`config.mk`:
```
export PLATFORM = sky130hd
export DESIGN_NAME = apb4_plic_claimer
export DESIGN_NICKNAME = d
export VERILOG_FILES = /design/src/rtl/plic_pkg.sv /design/src/rtl/apb4_master_xfer.sv /design/src/rtl/apb4_plic_claimer.sv
export SDC_FILE = /design/constraint.sdc
export NUM_CORES = 1
export LEC_CHECK = 0
export BUFFER_PORTS_ARGS = -buffer_cell sky130_fd_sc_hd__buf_2
export CAP_MARGIN = 20
export CORE_MARGIN = 4
export CORE_UTILIZATION = 42
export CTS_BUF_LIST = sky130_fd_sc_hd__clkbuf_4
export DETAILED_ROUTE_END_ITERATION = 7
export PLACE_DENSITY = 0.78
export SETUP_SLACK_MARGIN = 0.02
export SLEW_MARGIN = 20
export SYNTH_ARGS = -nofsm -noshare
export SYNTH_HDL_FRONTEND = slang
export SYNTH_SLANG_ARGS = --single-unit
export TNS_END_PERCENT = 5
```
`constraint.sdc`:
```
create_clock -name pclk -period 1.9 [get_ports pclk]
set_input_delay 0.38 -clock pclk [delete_from_list [all_inputs] [get_ports pclk]]
set_output_delay 0.38 -clock pclk [all_outputs]
set_load 0.01 [all_outputs]
```
`src/rtl/plic_pkg.sv`:
```
// Definitions shared between the PLIC target and its hart-side claim handler.
package plic_pkg;

    localparam logic [5:0] CLAIMCOMP_OFFSET = 6'h1C;
    localparam int         PLIC_ID_WIDTH    = 5;

    typedef enum logic [2:0] {
        ST_IDLE,
        ST_RD_SETUP,
        ST_RD_ACCESS,
        ST_DELIVER,
        ST_SERVICE,
        ST_WR_SETUP,
        ST_WR_ACCESS,
        ST_HOLD
    } claim_state_e;

endpackage

```
`src/rtl/apb4_master_xfer.sv`:
```
// Single APB4 SETUP/ACCESS transfer engine with an access-phase timeout.
// Handshake: req_i is held high from the setup cycle until the cycle done_o=1; err_o qualifies done_o.
module apb4_master_xfer #(
    parameter int TIMEOUT = 255
) (
    input  logic        pclk,
    input  logic        presetn,
    input  logic        req_i,
    input  logic        write_i,
    input  logic [31:0] addr_i,
    input  logic [31:0] wdata_i,
    input  logic [3:0]  strb_i,
    output logic        done_o,
    output logic        err_o,
    output logic        psel_o,
    output logic        penable_o,
    output logic        pwrite_o,
    output logic [31:0] paddr_o,
    output logic [31:0] pwdata_o,
    output logic [3:0]  pstrb_o,
    input  logic        pready_i,
    input  logic        pslverr_i
);

    localparam int CW = (TIMEOUT > 1) ? $clog2(TIMEOUT) : 1;

    logic          access_q, access_d;
    logic [CW-1:0] cnt_q, cnt_d;
    logic          timeout;

    always_comb begin
        timeout   = (TIMEOUT != 0) && access_q && !pready_i && (cnt_q == CW'(TIMEOUT - 1));
        done_o    = access_q && (pready_i || timeout);
        err_o     = access_q && ((pready_i && pslverr_i) || timeout);
        access_d  = access_q ? !done_o : req_i;
        cnt_d     = '0;
        // Counter only advances inside the access phase; entry always starts from zero.
        if (access_q && !done_o && (TIMEOUT != 0)) begin
            cnt_d = cnt_q + CW'(1);
        end
        psel_o    = req_i;
        penable_o = req_i && access_q;
        pwrite_o  = req_i && write_i;
        paddr_o   = req_i ? addr_i : '0;
        pwdata_o  = (req_i && write_i) ? wdata_i : '0;
        pstrb_o   = (req_i && write_i) ? strb_i : '0;
    end

    always_ff @(posedge pclk or negedge presetn) begin
        if (!presetn) begin
            access_q <= 1'b0;
            cnt_q    <= '0;
        end else begin
            access_q <= access_d;
            cnt_q    <= cnt_d;
        end
    end

endmodule

```
`src/rtl/apb4_plic_claimer.sv`:
```
// Hart-side PLIC handler: claims an ID over APB4, hands it to the core,
// and writes it back to claim/complete once the core signals completion.
module apb4_plic_claimer
    import plic_pkg::*;
#(
    parameter logic [31:0] BASE_ADDR    = 32'h0,
    parameter logic [5:0]  CLAIM_OFFSET = CLAIMCOMP_OFFSET,
    parameter int          ID_WIDTH     = PLIC_ID_WIDTH,
    parameter int          TIMEOUT      = 255,
    parameter int          HOLDOFF      = 4
) (
    input  logic                pclk,
    input  logic                presetn,
    input  logic                ext_irq_i,
    output logic [31:0]         paddr_o,
    output logic                psel_o,
    output logic                penable_o,
    output logic                pwrite_o,
    output logic [31:0]         pwdata_o,
    output logic [3:0]          pstrb_o,
    output logic [2:0]          pprot_o,
    input  logic [31:0]         prdata_i,
    input  logic                pready_i,
    input  logic                pslverr_i,
    output logic                irq_vld_o,
    output logic [ID_WIDTH-1:0] irq_id_o,
    input  logic                irq_rdy_i,
    input  logic                comp_i,
    output logic                busy_o,
    output logic                err_o
);

    localparam int          HW         = (HOLDOFF > 1) ? $clog2(HOLDOFF) : 1;
    localparam logic [31:0] CLAIM_ADDR = BASE_ADDR + {26'd0, CLAIM_OFFSET};

    claim_state_e        state_q, state_d;
    logic [ID_WIDTH-1:0] id_q, id_d;
    logic [HW-1:0]       hold_q, hold_d;
    logic                err_q;

    logic                x_req, x_write, x_done, x_err;
    logic [ID_WIDTH-1:0] rd_id;
    logic                unused_rdata;

    assign rd_id        = prdata_i[ID_WIDTH-1:0];
    assign unused_rdata = ^prdata_i[31:ID_WIDTH];

    always_comb begin
        state_d = state_q;
        id_d    = id_q;
        hold_d  = hold_q;
        x_req   = 1'b0;
        x_write = 1'b0;
        unique case (state_q)
            ST_IDLE: begin
                if (ext_irq_i) state_d = ST_RD_SETUP;
            end
            ST_RD_SETUP: begin
                x_req   = 1'b1;
                state_d = ST_RD_ACCESS;
            end
            ST_RD_ACCESS: begin
                x_req = 1'b1;
                if (x_done) begin
                    if (x_err) begin
                        state_d = ST_IDLE;
                    end else if (rd_id == '0) begin
                        hold_d  = '0;
                        state_d = (HOLDOFF == 0) ? ST_IDLE : ST_HOLD;
                    end else begin
                        id_d    = rd_id;
                        state_d = ST_DELIVER;
                    end
                end
            end
            ST_DELIVER: begin
                if (irq_rdy_i) state_d = ST_SERVICE;
            end
            ST_SERVICE: begin
                if (comp_i) state_d = ST_WR_SETUP;
            end
            ST_WR_SETUP: begin
                x_req   = 1'b1;
                x_write = 1'b1;
                state_d = ST_WR_ACCESS;
            end
            ST_WR_ACCESS: begin
                x_req   = 1'b1;
                x_write = 1'b1;
                // Error or not, the ID is retired; nothing is retried.
                if (x_done) state_d = ST_IDLE;
            end
            ST_HOLD: begin
                if (hold_q == HW'(HOLDOFF - 1)) state_d = ST_IDLE;
                else                            hold_d  = hold_q + HW'(1);
            end
            default: state_d = ST_IDLE;
        endcase
    end

    always_ff @(posedge pclk or negedge presetn) begin
        if (!presetn) begin
            state_q <= ST_IDLE;
            id_q    <= '0;
            hold_q  <= '0;
            err_q   <= 1'b0;
        end else begin
            state_q <= state_d;
            id_q    <= id_d;
            hold_q  <= hold_d;
            err_q   <= x_done && x_err;
        end
    end

    apb4_master_xfer #(
        .TIMEOUT (TIMEOUT)
    ) u_xfer (
        .pclk      (pclk),
        .presetn   (presetn),
        .req_i     (x_req),
        .write_i   (x_write),
        .addr_i    (CLAIM_ADDR),
        .wdata_i   ({{(32-ID_WIDTH){1'b0}}, id_q}),
        .strb_i    (4'hF),
        .done_o    (x_done),
        .err_o     (x_err),
        .psel_o    (psel_o),
        .penable_o (penable_o),
        .pwrite_o  (pwrite_o),
        .paddr_o   (paddr_o),
        .pwdata_o  (pwdata_o),
        .pstrb_o   (pstrb_o),
        .pready_i  (pready_i),
        .pslverr_i (pslverr_i)
    );

    assign pprot_o   = 3'b000;
    assign irq_vld_o = (state_q == ST_DELIVER);
    assign irq_id_o  = irq_vld_o ? id_q : '0;
    assign busy_o    = (state_q != ST_IDLE);
    assign err_o     = err_q;

endmodule

```
# Yosys cells after proc, flatten, opt, wreduce, memory -nomap -nowiden
# Cells that the tools add are included.
[totals] register_bits=20 latch_bits=0 ramBits=0 mem_bits_ro=0 out_inout_bits=82 elab_cells=72 n_memories=0
[classes] add_sub_neg=2 n_mul=0 div=0 magnitude_cmp=0 eq_ne=18 shifts=0 muxes=22 n_bitwise=2 n_reduce_logical=22
[op_table] cell="3-bit 2-to-1 mux" count=8
[op_table] cell="3-bit case mux with 8 select lines" count=1
[op_table] cell="2-bit != test, second input constant" count=8
[op_table] cell="5-bit 2-to-1 mux" count=3
[op_table] cell="3-bit equality test, second input constant" count=4
[op_table] cell="1-bit logical AND" count=9
[op_table] cell="8-bit by 1-bit adder with 8-bit output, second input constant" count=1
[op_table] cell="8-bit equality test, second input constant" count=1
[op_table] cell="2-bit 2-to-1 mux" count=4
[op_table] cell="8-bit 2-to-1 mux" count=1
[op_table] cell="3-bit by 2-bit equality test with 1-bit output, second input constant" count=2
[op_table] cell="6-bit AND reduction" count=1
[op_table] cell="5-bit logical NOT" count=1
[op_table] cell="5-bit AND reduction" count=1
[op_table] cell="4-bit 2-to-1 mux" count=1
[op_table] cell="2-bit case mux with 2 select lines" count=1
[op_table] cell="4-bit AND reduction" count=1
[op_table] cell="4-bit OR reduction" count=1
[op_table] cell="3-bit by 1-bit equality test with 1-bit output, second input constant" count=1
[op_table] cell="3-bit logical NOT" count=1
[op_table] cell="1-bit 2-to-1 mux" count=3
[op_table] cell="3-bit nonzero test" count=1
[op_table] cell="2-bit by 1-bit adder with 2-bit output, second input constant" count=1
[op_table] cell="2-bit equality test, second input constant" count=1
[op_table] cell="other kinds (6)" count=9

# Longest topological paths before layout
# Gate-level depths: netlist (run 1).
[depth] ltp_word=8 ltp_mapped=6 ltp_nobuf=6

# Hierarchy
# Synthesis (run 1) repeated with hierarchy kept, for this count alone.
[hier_totals] hier_cells=195 area_unflattened_um2=1642.8
[modules_own_cells] mod="apb4_master_xfer" n_inst=1 cells_per_inst=129 area_each_um2=965.9
[modules_own_cells] mod="apb4_plic_claimer" n_inst=1 cells_per_inst=66 area_each_um2=676.9

# Worst setup path after synthesis (run 1)
# OpenSTA, ideal clock, no wires.
[synth_timing] path_kind="flip-flop to output port" start="register state_q[0]" end="output port pwdata_o[0]" t_arrival_ns=1.349 t_required_ns=1.520 slack_ns=0.171 path_stages_with_launch=5 path_buffers=0 path_cell_list="dfrtp_1 inv_1 ha_1 o211a_1 and2_1"
[synth_via] elab_chain_cells=5 word_cells_on_any_way=10 cone_classes="4 x eq/ne; 3 x mux; 3 x reduce/logical"
[synth_lines] element="from (decl)" line_no="apb4_plic_claimer.sv:36" text="claim_state_e state_q, state_d;"
[synth_lines] element="from (signal assigned)" line_no="apb4_plic_claimer.sv:108" text="state_q <= state_d;"
[synth_lines] element="3-bit equality test (tied with other cells)" line_no="apb4_plic_claimer.sv:54" text="unique case (state_q)"
[synth_lines] element="4-bit OR reduction (no source line) *"
[synth_lines] element="1-bit 2-to-1 mux *" line_no="apb4_plic_claimer.sv:54"
[synth_lines] element="net psel_o" line_no="apb4_plic_claimer.sv:16" text="output logic psel_o,"
[synth_lines] element="1-bit logical AND *"
[synth_lines] element="net pwrite_o" line_no="apb4_plic_claimer.sv:18" text="output logic pwrite_o,"
[synth_lines] element="5-bit 2-to-1 mux *" line_no="apb4_master_xfer.sv:45" text="pwdata_o = (req_i && write_i) ? wdata_i : '0;"
[synth_lines] element="to (decl)" line_no="apb4_plic_claimer.sv:19" text="output logic [31:0] pwdata_o,"
# Mark *: on every way through the listed nets, which the timed path passes. The rest lies on a longest branch.

# Worst setup path in the final report (run 1)
[layout_timing] start="register state_q[1]" end="output port pstrb_o[0]"
[layout_via] elab_chain_cells=5 word_cells_on_any_way=10 cone_classes="4 x eq/ne; 3 x mux; 3 x reduce/logical"
[layout_lines] element="3-bit equality test (tied with other cells)" line_no="apb4_plic_claimer.sv:54"
[layout_lines] element="4-bit OR reduction (no source line) or 2-bit OR reduction (tied branches)"
[layout_lines] element="1-bit 2-to-1 mux" line_no="apb4_plic_claimer.sv:54"
[layout_lines] element="1-bit logical AND *" line_no="apb4_master_xfer.sv:46" text="pstrb_o = (req_i && write_i) ? strb_i : '0;"
[layout_lines] element="4-bit 2-to-1 mux *" line_no="apb4_master_xfer.sv:46"
[layout_lines] element="to (decl)" line_no="apb4_plic_claimer.sv:20" text="output logic [3:0] pstrb_o,"
# Mark *: on every way between the ends. The rest lies on a longest branch, timed or not.

==> impl_metrics.env, run 1 <==
export IMPL_run_status="complete, but fails checks"
export IMPL_violations="hold timing, setup timing"
export IMPL_fraction_of_registers_with_async_set_reset=1.00
export IMPL_antenna_cells_inserted=0
export IMPL_synth_top_area_frac=0.295
export IMPL_cts_htree_levels=1
export IMPL_yosys_cell_types_count=36
export IMPL_place_congestion=0.778
export IMPL_synth_seq_area_share=0.295
export IMPL_finClkSkew_ns=0.00522
export IMPL_initial_core_util=0.449
export IMPL_timing_final_ws_setup_ns=-0.120
export IMPL_setup_tns_ns=-0.808
export IMPL_ys_seq_elements=20
export IMPL_antenna_found_initial=0
export IMPL_clock_power_share=0.137
export IMPL_critical_path_required_ns=1.52
export IMPL_rsz0062_at_grt="yes"
export IMPL_ys_warn_count=0
export IMPL_ctsRootBufferMaster="sky130_fd_sc_hd__clkbuf_4"
export IMPL_synth_area_per_cell_um2=9.21
export IMPL_design_final_nets=270
export IMPL_grt_overflow_total=0
export IMPL_ctsHoldBuffers=0
export IMPL_rows=22
export IMPL_drt_first_pass_iters=4
export IMPL_clock_tree_buffer_depth=2
export IMPL_setup_worst_path_end_class="primary output"
export IMPL_start_kind="flip-flop"
export IMPL_vias_in_the_first_global_route=1093
export IMPL_drc=0
export IMPL_clock_buffers_created_by_tritoncts=3
export IMPL_timing_max_cap_violations=0
export IMPL_sw_frac_of_total=0.396
export IMPL_path_max_fanout=6
export IMPL_grt_usage=0.125
export IMPL_min_delay_path_class="in2async"
export IMPL_report_final_slew_viol_count=0
export IMPL_power_density_cell_area_nw_per_um2=1390
export IMPL_leakage_nw=0.997
export IMPL_drt_total_wl_um=3220
export IMPL_io_buffers=34
export IMPL_holdWs_ns=-0.00475
export IMPL_achievable_frequency_mhz=495
export IMPL_initial_drc_count=79
export IMPL_power_total_mw=2.56
export IMPL_dr_total_vias=1148
export IMPL_ios=121
export IMPL_ir_drop_mv=0.469
export IMPL_die_w_um=71.5
export IMPL_power_report_internal_total_mw=1.55
export IMPL_worstSetupPathType="reg2out"
export IMPL_total_switching_power_mw=1.02
export IMPL_final_setup_viol_count=15
export IMPL_wl_per_cell_um=11.9
export IMPL_power_frac_seq=0.277
export IMPL_gate_count_post_synth=184
export IMPL_critical_path_arrival_ns=1.64
export IMPL_synth_area_um2=1690
export IMPL_synthToLayoutAreaGrowth_pct=8.94
export IMPL_drt_vias_per_instance=4.24
export IMPL_final_period_minus_worst_setup_slack_ns=2.02
export IMPL_tritoncts_num_sinks=20
export IMPL_synthFlopType="sky130_fd_sc_hd__dfrtp_1"
export IMPL_die_h_um=71.5
export IMPL_core_um2=3770
export IMPL_synth_area_top_cells="sky130_fd_sc_hd__dfrtp_1, sky130_fd_sc_hd__buf_4, sky130_fd_sc_hd__ha_1"
export IMPL_final_min_period_over_clock_period=1.06
export IMPL_cell_type_with_the_highest_aggregate_area_in_the_netlist="sky130_fd_sc_hd__dfrtp_1"
export IMPL_tritoncts="built"
export IMPL_clk_transition_reported_paths_ns=0.12
export IMPL_detailed_place_hpwl_um=2430
export IMPL_n_fill_cell=380
export IMPL_grt_first_pass_wirelength_um=5100
export IMPL_layout_drive_gt1_share=0.327
export IMPL_final_hold_violations=8
export IMPL_grt_max_degree=21
export IMPL_clock_latency_late_sink_ns=0.31
export IMPL_synth_edff_count=0
export IMPL_die_area_um2=5110
export IMPL_combPwrFrac=0.586
export IMPL_final_antenna_net_count=0
==> logic make-up after synthesis <==
family | after synthesis | share of synthesized area
buffers and inverters | 75 | 0.317
and+or+nand+nor | 49 | 0.161
DFF | 20 | 0.295
AOI/OAI and AO/OA | 16 | 0.0702
muxes | 10 | 0.0716
adders and majority gates | 7 | 0.0517
xor gates and xnor gates | 6 | 0.0310
other | 1 | 0.00221
==> area by class of cell <==
type	instances	area, um2	share of cell area
multi-input cells	147	926	0.502
flip-flops and latches	20	503	0.273
repair buffers	45	273	0.148
well taps	48	60.1	0.0325
inverters	7	31.3	0.0169
clock inverters	1	30.0	0.0163
clock buffers	3	22.5	0.0122
==> registers in the layout (all words and copies together), names as in the netlist <==
register,cells
hold_q,2
u_xfer.cnt_q,8
u_xfer.access_q,1
id_q,5
state_q,3
err_o,1
==> what timing repair did <==
| action | 4_1_cts | 5_1_grt |
|---|---|---|
| setup buffers | 4 | 2 |
| setup endpoints to repair | 16 | 25 |
| hold endpoints to repair | 0 | 0 |
| pin swaps | 6 | 4 |
| gates resized for setup | 19 | 4 |
==> critical path, stage by stage (launching register included) <==
cell                      delay (ns)
sky130_fd_sc_hd__dfrtp_2        0.46
sky130_fd_sc_hd__inv_4          0.07
sky130_fd_sc_hd__ha_4           0.17
sky130_fd_sc_hd__o211a_4        0.28
sky130_fd_sc_hd__buf_6          0.13
sky130_fd_sc_hd__buf_6          0.11
sky130_fd_sc_hd__buf_6          0.11
==> placed cells by master, fill, tap and decap left out, types with 4 or more instances in the layout <==
master and count:
sky130_fd_sc_hd__and2_1 10, sky130_fd_sc_hd__buf_2 32, sky130_fd_sc_hd__buf_4 9, sky130_fd_sc_hd__buf_6 4
sky130_fd_sc_hd__conb_1 59, sky130_fd_sc_hd__dfrtp_1 18, sky130_fd_sc_hd__inv_1 4, sky130_fd_sc_hd__mux2_2 5
sky130_fd_sc_hd__nand2_1 9, sky130_fd_sc_hd__nand3_1 4, sky130_fd_sc_hd__nor2_1 12, sky130_fd_sc_hd__o211ai_1 4
sky130_fd_sc_hd__xor2_1 5
==> power by group through the flow <==
stage / Combinational (mW) / Sequential (mW) / Clock (mW)
final: 1.50 / 0.711 / 0.351
after floorplan: 1.12 / 0.645 / 0
after CTS: 1.45 / 0.707 / 0.359
after detailed placement: 1.24 / 0.690 / 0
after global routing: 1.64 / 0.738 / 0.386
after global placement: 1.22 / 0.684 / 0
==> worst paths after layout <==
kind | from | end | slack [ns] | cells past startpoint
min reg2reg | id_q[0]$_DFFE_PN0P_ | id_q[0]$_DFFE_PN0P_ | 0.53 | 1
max | state_q[1]$_DFFE_PN0P_ | pstrb_o[0] | -0.12 | 6
max reg2reg | state_q[0]$_DFFE_PN0P_ | state_q[0]$_DFFE_PN0P_ | 0.04 | 7
min in group pclk | prdata_i[3] | id_q[3]$_DFFE_PN0P_ | 0.31 | 2
max in group asynchronous | presetn | state_q[0]$_DFFE_PN0P_ | 1.57 | 1
min | presetn | hold_q[0]$_DFFE_PN0P_ | -0.005 | 1
==> through the flow <==
step / setup WS, ns / instances / area [um2] / util
2_1_floorplan: 0.171 / 242 / 1910 / -
3_3_place_gp: 0.123 / 261 / 1670 / 0.443
3_5_place_dp: 0.0809 / 261 / 1670 / 0.443
4_1_cts: -0.0945 / 269 / 1820 / 0.484
5_1_grt: -0.174 / 271 / 1850 / 0.489
6_report: -0.120 / 271 / 1850 / 0.489
==> layer usage <==
metal,share of wire,up-vias,GRT usage
met2,0.52,48,0.212
met5,0,-,0
met3,0.080,6,0.0337
met4,0.012,0,0.0459
met1,0.39,534,0.151
li1,-,560,-
==> Yosys cell counts, drive strengths merged, types with 2 or more instances <==
library cell,n
o21ai,2
ha,7
xor2,5
nor3b,2
nand2b,2
mux2,8
nand2,9
mux2i,2
dfrtp,20
a21oi,2
nor2,13
buf,67
o211ai,4
nor3,2
nand4,2
and2,10
inv,7
nand3,4
and3,2
Power figures use the tool's default switching activity.
==> inputs of run 2 (changes only) <==
--- a/config.mk
+++ b/config.mk
@@ -8,10 +8,10 @@
 export BUFFER_PORTS_ARGS = -buffer_cell sky130_fd_sc_hd__buf_2
 export CAP_MARGIN = 20
 export CORE_MARGIN = 4
-export CORE_UTILIZATION = 42
-export CTS_BUF_LIST = sky130_fd_sc_hd__clkbuf_4
+export CORE_UTILIZATION = 41
+export CTS_BUF_LIST = sky130_fd_sc_hd__clkbuf_16
 export DETAILED_ROUTE_END_ITERATION = 7
-export PLACE_DENSITY = 0.78
+export PLACE_DENSITY = 0.76
 export SETUP_SLACK_MARGIN = 0.02
 export SLEW_MARGIN = 20
 export SYNTH_ARGS = -nofsm -noshare
==> run 2 against run 1 <==
The flow now finishes without violations. Design area up 3.0%. Worst setup slack better by 0.15 ns. Worst hold slack better by 0.066 ns. First-iteration DRC count down 56%. Die area up 2.2%. Combinational power down 6%. Via count up 0.26%. Clock-buffer cell count unchanged. Flip-flop and latch count unchanged. Non-clock buffer count down 3. Power up 6.4%. Cell count down 0.37%.
==> impl_metrics.env, run 2 (same netlist as run 1, synthesis figures left out) <==
export IMPL_run_status="finished clean"
export IMPL_final_min_period_over_clock_period=0.982
export IMPL_die_area_um2=5220
export IMPL_ctsHoldBuffers=0
export IMPL_endpoint_of_the_lowest_slack_register_to_register_path="id_q[2]$_DFFE_PN0P_"
export IMPL_io_buffers=34
export IMPL_achievable_frequency_mhz=536
export IMPL_core_um2=4000
export IMPL_drc=0
export IMPL_grt_first_pass_wirelength_um=4480
export IMPL_antenna_found_initial=0
export IMPL_initial_core_util=0.424
export IMPL_clock_power_share=0.210
export IMPL_commonest_non_fill_non_tap_cell_in_the_layout="sky130_fd_sc_hd__conb_1"
export IMPL_vias_in_the_first_global_route=975
export IMPL_rrSetupSlack_ns=0.13
export IMPL_power_frac_seq=0.272
export IMPL_die_h_um=72.3
export IMPL_clock_latency_late_sink_ns=0.25
export IMPL_grt_max_degree=21
export IMPL_report_final_slew_viol_count=0
export IMPL_rsz0062_at_grt="yes"
export IMPL_synthToLayoutAreaGrowth_pct=12.2
export IMPL_finClkSkew_ns=0.00411
export IMPL_final_hold_violations=0
export IMPL_design_final_nets=267
export IMPL_drt_vias_per_instance=4.26
export IMPL_dr_total_vias=1151
export IMPL_die_w_um=72.3
export IMPL_final_util=0.475
export IMPL_grt_overflow_total=0
export IMPL_drt_total_wl_um=2990
export IMPL_start_kind="flip-flop"
export IMPL_design_area_um2=1900
export IMPL_min_delay_path_class="in2async"
export IMPL_worst_r2r_cell_count=5
export IMPL_setup_tns_ns=0
export IMPL_largestRegisters="u_xfer.cnt_q x8, id_q x5, state_q x3"
export IMPL_drt_first_pass_iters=4
export IMPL_holdWs_ns=0.0610
export IMPL_clk_transition_reported_paths_ns=0.06
export IMPL_cpMaxStageDelayCell="sky130_fd_sc_hd__dfrtp_2"
export IMPL_cp_cell_sequence="inv_4 -> ha_4 -> o211a_4 -> buf_4 -> buf_2"
export IMPL_power_density_cell_area_nw_per_um2=1440
export IMPL_max_flop_register="u_xfer.cnt_q"
export IMPL_ios=121
export IMPL_sw_frac_of_total=0.371
export IMPL_tritoncts_num_sinks=20
export IMPL_largest_reg_flops=8
export IMPL_critical_path_n_buffers_inverters=3
export IMPL_wl_per_cell_um=11.1
export IMPL_critical_path_arrival_ns=1.49
export IMPL_total_switching_power_mw=1.01
export IMPL_layout_common_cells="sky130_fd_sc_hd__conb_1, sky130_fd_sc_hd__buf_2, sky130_fd_sc_hd__dfrtp_1"
export IMPL_path_max_fanout=7
export IMPL_grt_usage=0.110
export IMPL_combPwrFrac=0.518
export IMPL_final_setup_viol_count=0
export IMPL_placedInstanceArea_um2=1660
export IMPL_slowest_delay_ns=0.45
export IMPL_power_report_internal_total_mw=1.72
export IMPL_critical_path_required_ns=1.52
export IMPL_detailed_place_hpwl_um=2310
export IMPL_antenna_cells_inserted=0
export IMPL_clock_tree_buffer_depth=2
export IMPL_power_total_mw=2.73
export IMPL_n_fill_cell=385
export IMPL_clock_buffers_created_by_tritoncts=3
export IMPL_ir_drop_mv=0.468
export IMPL_setup_worst_path_end_class="primary output"
export IMPL_cts_htree_levels=1
export IMPL_leakage_nw=1.01
export IMPL_tritoncts="built"
export IMPL_final_antenna_net_count=0
export IMPL_final_period_minus_worst_setup_slack_ns=1.87
export IMPL_initial_drc_count=35
export IMPL_worstSetupPathType="reg2out"
export IMPL_layout_drive_gt1_share=0.327
export IMPL_ctsRootBufferMaster="sky130_fd_sc_hd__clkbuf_16"
export IMPL_timing_max_cap_violations=0
export IMPL_critPathTopFamily="flip-flops"
export IMPL_rows=23
export IMPL_place_congestion=0.742
export IMPL_r2r_start="state_q[0]$_DFFE_PN0P_"
## run 2: changes by cell type in the layout (fill, tap and decap cells not counted)
cell                        change
sky130_fd_sc_hd__nor2_2         -1
sky130_fd_sc_hd__ha_4           +1
sky130_fd_sc_hd__buf_2          -2
sky130_fd_sc_hd__inv_1          +1
sky130_fd_sc_hd__nor2_1         +1
sky130_fd_sc_hd__ha_2           -1
sky130_fd_sc_hd__inv_2          -1
sky130_fd_sc_hd__clkbuf_4       -3
sky130_fd_sc_hd__buf_4          -1
sky130_fd_sc_hd__and2_4         +4
sky130_fd_sc_hd__and2_1         -4
sky130_fd_sc_hd__clkbuf_16      +3
## run 2: metal layers
metal | vias up | global-route usage | share of wire
li1 | 558 | - | -
met1 | 527 | 0.130 | 0.38
met2 | 61 | 0.185 | 0.49
met3 | 5 | 0.0277 | 0.11
met4 | 0 | 0.0564 | 0.017
met5 | - | 0 | 0
## run 2: power groups by stage
stage / sequential (mW) / clock (mW) / combinational [mW]
floorplan: 0.645 / 0 / 1.12
global placement: 0.699 / 0 / 1.16
detailed placement: 0.708 / 0 / 1.20
CTS: 0.718 / 0.590 / 1.33
global route: 0.769 / 0.610 / 1.56
finish: 0.741 / 0.574 / 1.41
## run 2: layout make-up
type,count,area (um2),area share
Tap cell,50,62.6,0.0329
Clock buffer,3,75.1,0.0395
Multi-Input combinational cell,147,943,0.496
Timing Repair Buffer,42,255,0.134
Clock inverter,1,30.0,0.0158
Sequential cell,20,503,0.265
Inverter,7,31.3,0.0165
## run 2: how the worst max path moves through the flow
stage,startpoint,end,slack (ns),cells after the start
global route,state_q[0]$_DFFE_PN0P_,pstrb_o[3],-0.02,5
global placement,state_q[0]$_DFFE_PN0P_,id_q[4]$_DFFE_PN0P_,0.07,5
detailed placement,state_q[0]$_DFFE_PN0P_,id_q[3]$_DFFE_PN0P_,0.05,5
finish,state_q[0]$_DFFE_PN0P_,pstrb_o[1],0.03,5
floorplan,state_q[0]$_DFFE_PN0P_,pwdata_o[0],0.17,4
CTS,state_q[1]$_DFFE_PN0P_,pwdata_o[4],-0.001,5
## run 2: per-stage QoR
step | worst slack (ns) | std cells
after floorplan | 0.171 | 242
after detailed placement | 0.0504 | 261
after global placement | 0.0747 | 261
after CTS | -0.00111 | 267
after global routing | -0.0190 | 270
final | 0.0340 | 270
## run 2: timing repair
action / CTS / global route
setup buffers: 2 / 3
setup endpoints to repair: 8 / 16
pin swaps: 3 / 1
gates resized for setup: 10 / 13
==> inputs of run 3 (changes only) <==
--- a/config.mk
+++ b/config.mk
@@ -11,7 +11,7 @@
 export CORE_UTILIZATION = 41
 export CTS_BUF_LIST = sky130_fd_sc_hd__clkbuf_16
 export DETAILED_ROUTE_END_ITERATION = 7
-export PLACE_DENSITY = 0.76
+export PLACE_DENSITY = 0.8
 export SETUP_SLACK_MARGIN = 0.02
 export SLEW_MARGIN = 20
 export SYNTH_ARGS = -nofsm -noshare
==> constraint.sdc (replaced) <==
create_clock -name pclk -period 2.1 [get_ports pclk]
set_input_delay 0.42 -clock pclk [delete_from_list [all_inputs] [get_ports pclk]]
set_output_delay 0.42 -clock pclk [all_outputs]
set_load 0.01 [all_outputs]
==> run 3 against run 2 <==
Die area unchanged. Clock power down 8.9%. Cell count down 2.2%. Highest routed layer unchanged. Flip-flop and latch count unchanged. Sequential power down 13%. Clock skew down 0.0020 ns. Sequential share of layout area up 1.7 points. Worst setup slack better by 0.053 ns. Register-to-register slack better by 0.09 ns. Via count down 2.1%.
==> impl_metrics.env, run 3 (same netlist as run 1, synthesis figures left out) <==
export IMPL_run_status="finished clean"
export IMPL_final_period_minus_worst_setup_slack_ns=2.01
export IMPL_layout_common_cells="sky130_fd_sc_hd__conb_1, sky130_fd_sc_hd__buf_2, sky130_fd_sc_hd__dfrtp_1"
export IMPL_initial_core_util=0.424
export IMPL_worst_path_stages=5
export IMPL_final_hold_violations=0
export IMPL_cp_cell_sequence="inv_1 -> ha_1 -> o211a_4 -> and2_1 -> buf_2"
export IMPL_leakage_nw=0.975
export IMPL_ios=121
export IMPL_grt_first_pass_wirelength_um=4530
export IMPL_drt_total_wl_um=2920
export IMPL_critical_path_required_ns=1.68
export IMPL_wl_per_cell_um=11.1
export IMPL_critical_path_n_buffers_inverters=2
export IMPL_core_um2=4000
export IMPL_largestRegisters="u_xfer.cnt_q x8, id_q x5, state_q x3"
export IMPL_min_delay_path_class="in2async"
export IMPL_finClkSkew_ns=0.00213
export IMPL_vias_in_the_first_global_route=1010
export IMPL_ctsHoldBuffers=0
export IMPL_rows=23
export IMPL_synthToLayoutAreaGrowth_pct=4.87
export IMPL_commonest_non_fill_non_tap_cell_in_the_layout="sky130_fd_sc_hd__conb_1"
export IMPL_cts_htree_levels=1
export IMPL_cpMaxStageDelayCell="sky130_fd_sc_hd__dfrtp_1"
export IMPL_pre_cts_worst_setup_slack_ns=0.256
export IMPL_clock_buffers_created_by_tritoncts=3
export IMPL_detailed_place_hpwl_um=2250
export IMPL_grt_overflow_total=0
export IMPL_place_congestion=0.860
export IMPL_worst_r2r_cell_count=5
export IMPL_report_final_slew_viol_count=0
export IMPL_slowest_delay_ns=0.39
export IMPL_setup_tns_ns=0
export IMPL_grt_max_degree=21
export IMPL_drt_vias_per_instance=4.27
export IMPL_final_setup_viol_count=0
export IMPL_largest_reg_flops=8
export IMPL_clock_tree_buffer_depth=2
export IMPL_final_antenna_net_count=0
export IMPL_ir_drop_mv=0.502
export IMPL_path_max_fanout=10
export IMPL_power_density_cell_area_nw_per_um2=1300
export IMPL_combPwrFrac=0.494
export IMPL_drc=0
export IMPL_tritoncts="built"
export IMPL_final_min_period_over_clock_period=0.958
export IMPL_tritoncts_num_sinks=20
export IMPL_ctsRootBufferMaster="sky130_fd_sc_hd__clkbuf_16"
export IMPL_timing_final_ws_setup_ns=0.0873
export IMPL_clock_latency_late_sink_ns=0.25
export IMPL_rsz0062_at_grt="no"
export IMPL_final_cell_count_without_fillers=264
export IMPL_layout_drive_gt1_share=0.257
export IMPL_initial_drc_count=58
export IMPL_max_flop_register="u_xfer.cnt_q"
export IMPL_clk_transition_reported_paths_ns=0.06
export IMPL_total_switching_power_mw=0.862
export IMPL_die_w_um=72.3
export IMPL_sw_frac_of_total=0.374
export IMPL_die_h_um=72.3
export IMPL_setup_worst_path_end_class="primary output"
export IMPL_start_kind="flip-flop"
export IMPL_placed_cells=258
export IMPL_power_report_internal_total_mw=1.44
export IMPL_design_final_nets=261
export IMPL_die_area_um2=5220
export IMPL_io_buffers=34
export IMPL_clock_power_share=0.227
export IMPL_worstSetupPathType="reg2out"
export IMPL_critPathTopFamily="flip-flops"
export IMPL_drt_first_pass_iters=4
export IMPL_grt_usage=0.108
export IMPL_antenna_cells_inserted=0
export IMPL_timing_max_cap_violations=0
export IMPL_antenna_found_initial=0
export IMPL_critical_path_arrival_ns=1.59
export IMPL_dr_total_vias=1127
export IMPL_achievable_frequency_mhz=497
export IMPL_power_frac_seq=0.279
==> run 3: layer usage <==
metal	track usage	wire length, um	vias up
li1	-	-	542
met1	0.128	1130	512
met2	0.189	1390	69
met3	0.0277	367	4
met4	0.0376	30	0
met5	0	0	-
==> run 3: final timing paths <==
path	start	to	slack, ns
max	state_q[1]$_DFFE_PN0P_	pwdata_o[0]	0.09
min reg2reg	id_q[4]$_DFFE_PN0P_	id_q[4]$_DFFE_PN0P_	0.53
max reg2reg	state_q[0]$_DFFE_PN0P_	id_q[4]$_DFFE_PN0P_	0.22
min	presetn	u_xfer.cnt_q[3]$_DFF_PN0_	0.11
max in group asynchronous	presetn	state_q[0]$_DFFE_PN0P_	1.68
min in group pclk	prdata_i[3]	id_q[3]$_DFFE_PN0P_	0.41
==> run 3: power groups by stage <==
stage | logic, mW | registers (mW) | clock network (mW)
global placement | 1.01 | 0.637 | 0
floorplan | 1.01 | 0.584 | 0
detailed placement | 1.04 | 0.647 | 0
global route | 1.26 | 0.667 | 0.549
CTS | 1.07 | 0.642 | 0.526
finish | 1.14 | 0.643 | 0.523
==> run 3: timing repair <==
action                                  in CTS  in global routing
resized for setup                            1                  3
buffers inserted                             0                  2
endpoints found under the setup margin       5                  5
cloned                                       0                  0
endpoints found under the hold margin        0                  0
==> run 3: cell type report <==
class / instances / area (um2)
Multi-Input combinational cell: 147 / 897
Fill cell: 413 / 2220
Timing Repair Buffer: 36 / 185
Tap cell: 50 / 62.6
Sequential cell: 20 / 500
Clock inverter: 1 / 30.0
Clock buffer: 3 / 75.1
Inverter: 7 / 26.3
==> run 3: metrics by stage <==
step                       util  area [um2]  power, mW  hold WS [ns]
final                     0.444        1780       2.31         0.111
after global placement    0.409        1630       1.64         0.396
after global routing      0.444        1780       2.48         0.150
after floorplan               -        1910       1.59         0.124
after CTS                 0.437        1750       2.24         0.125
after detailed placement  0.409        1630       1.69         0.393
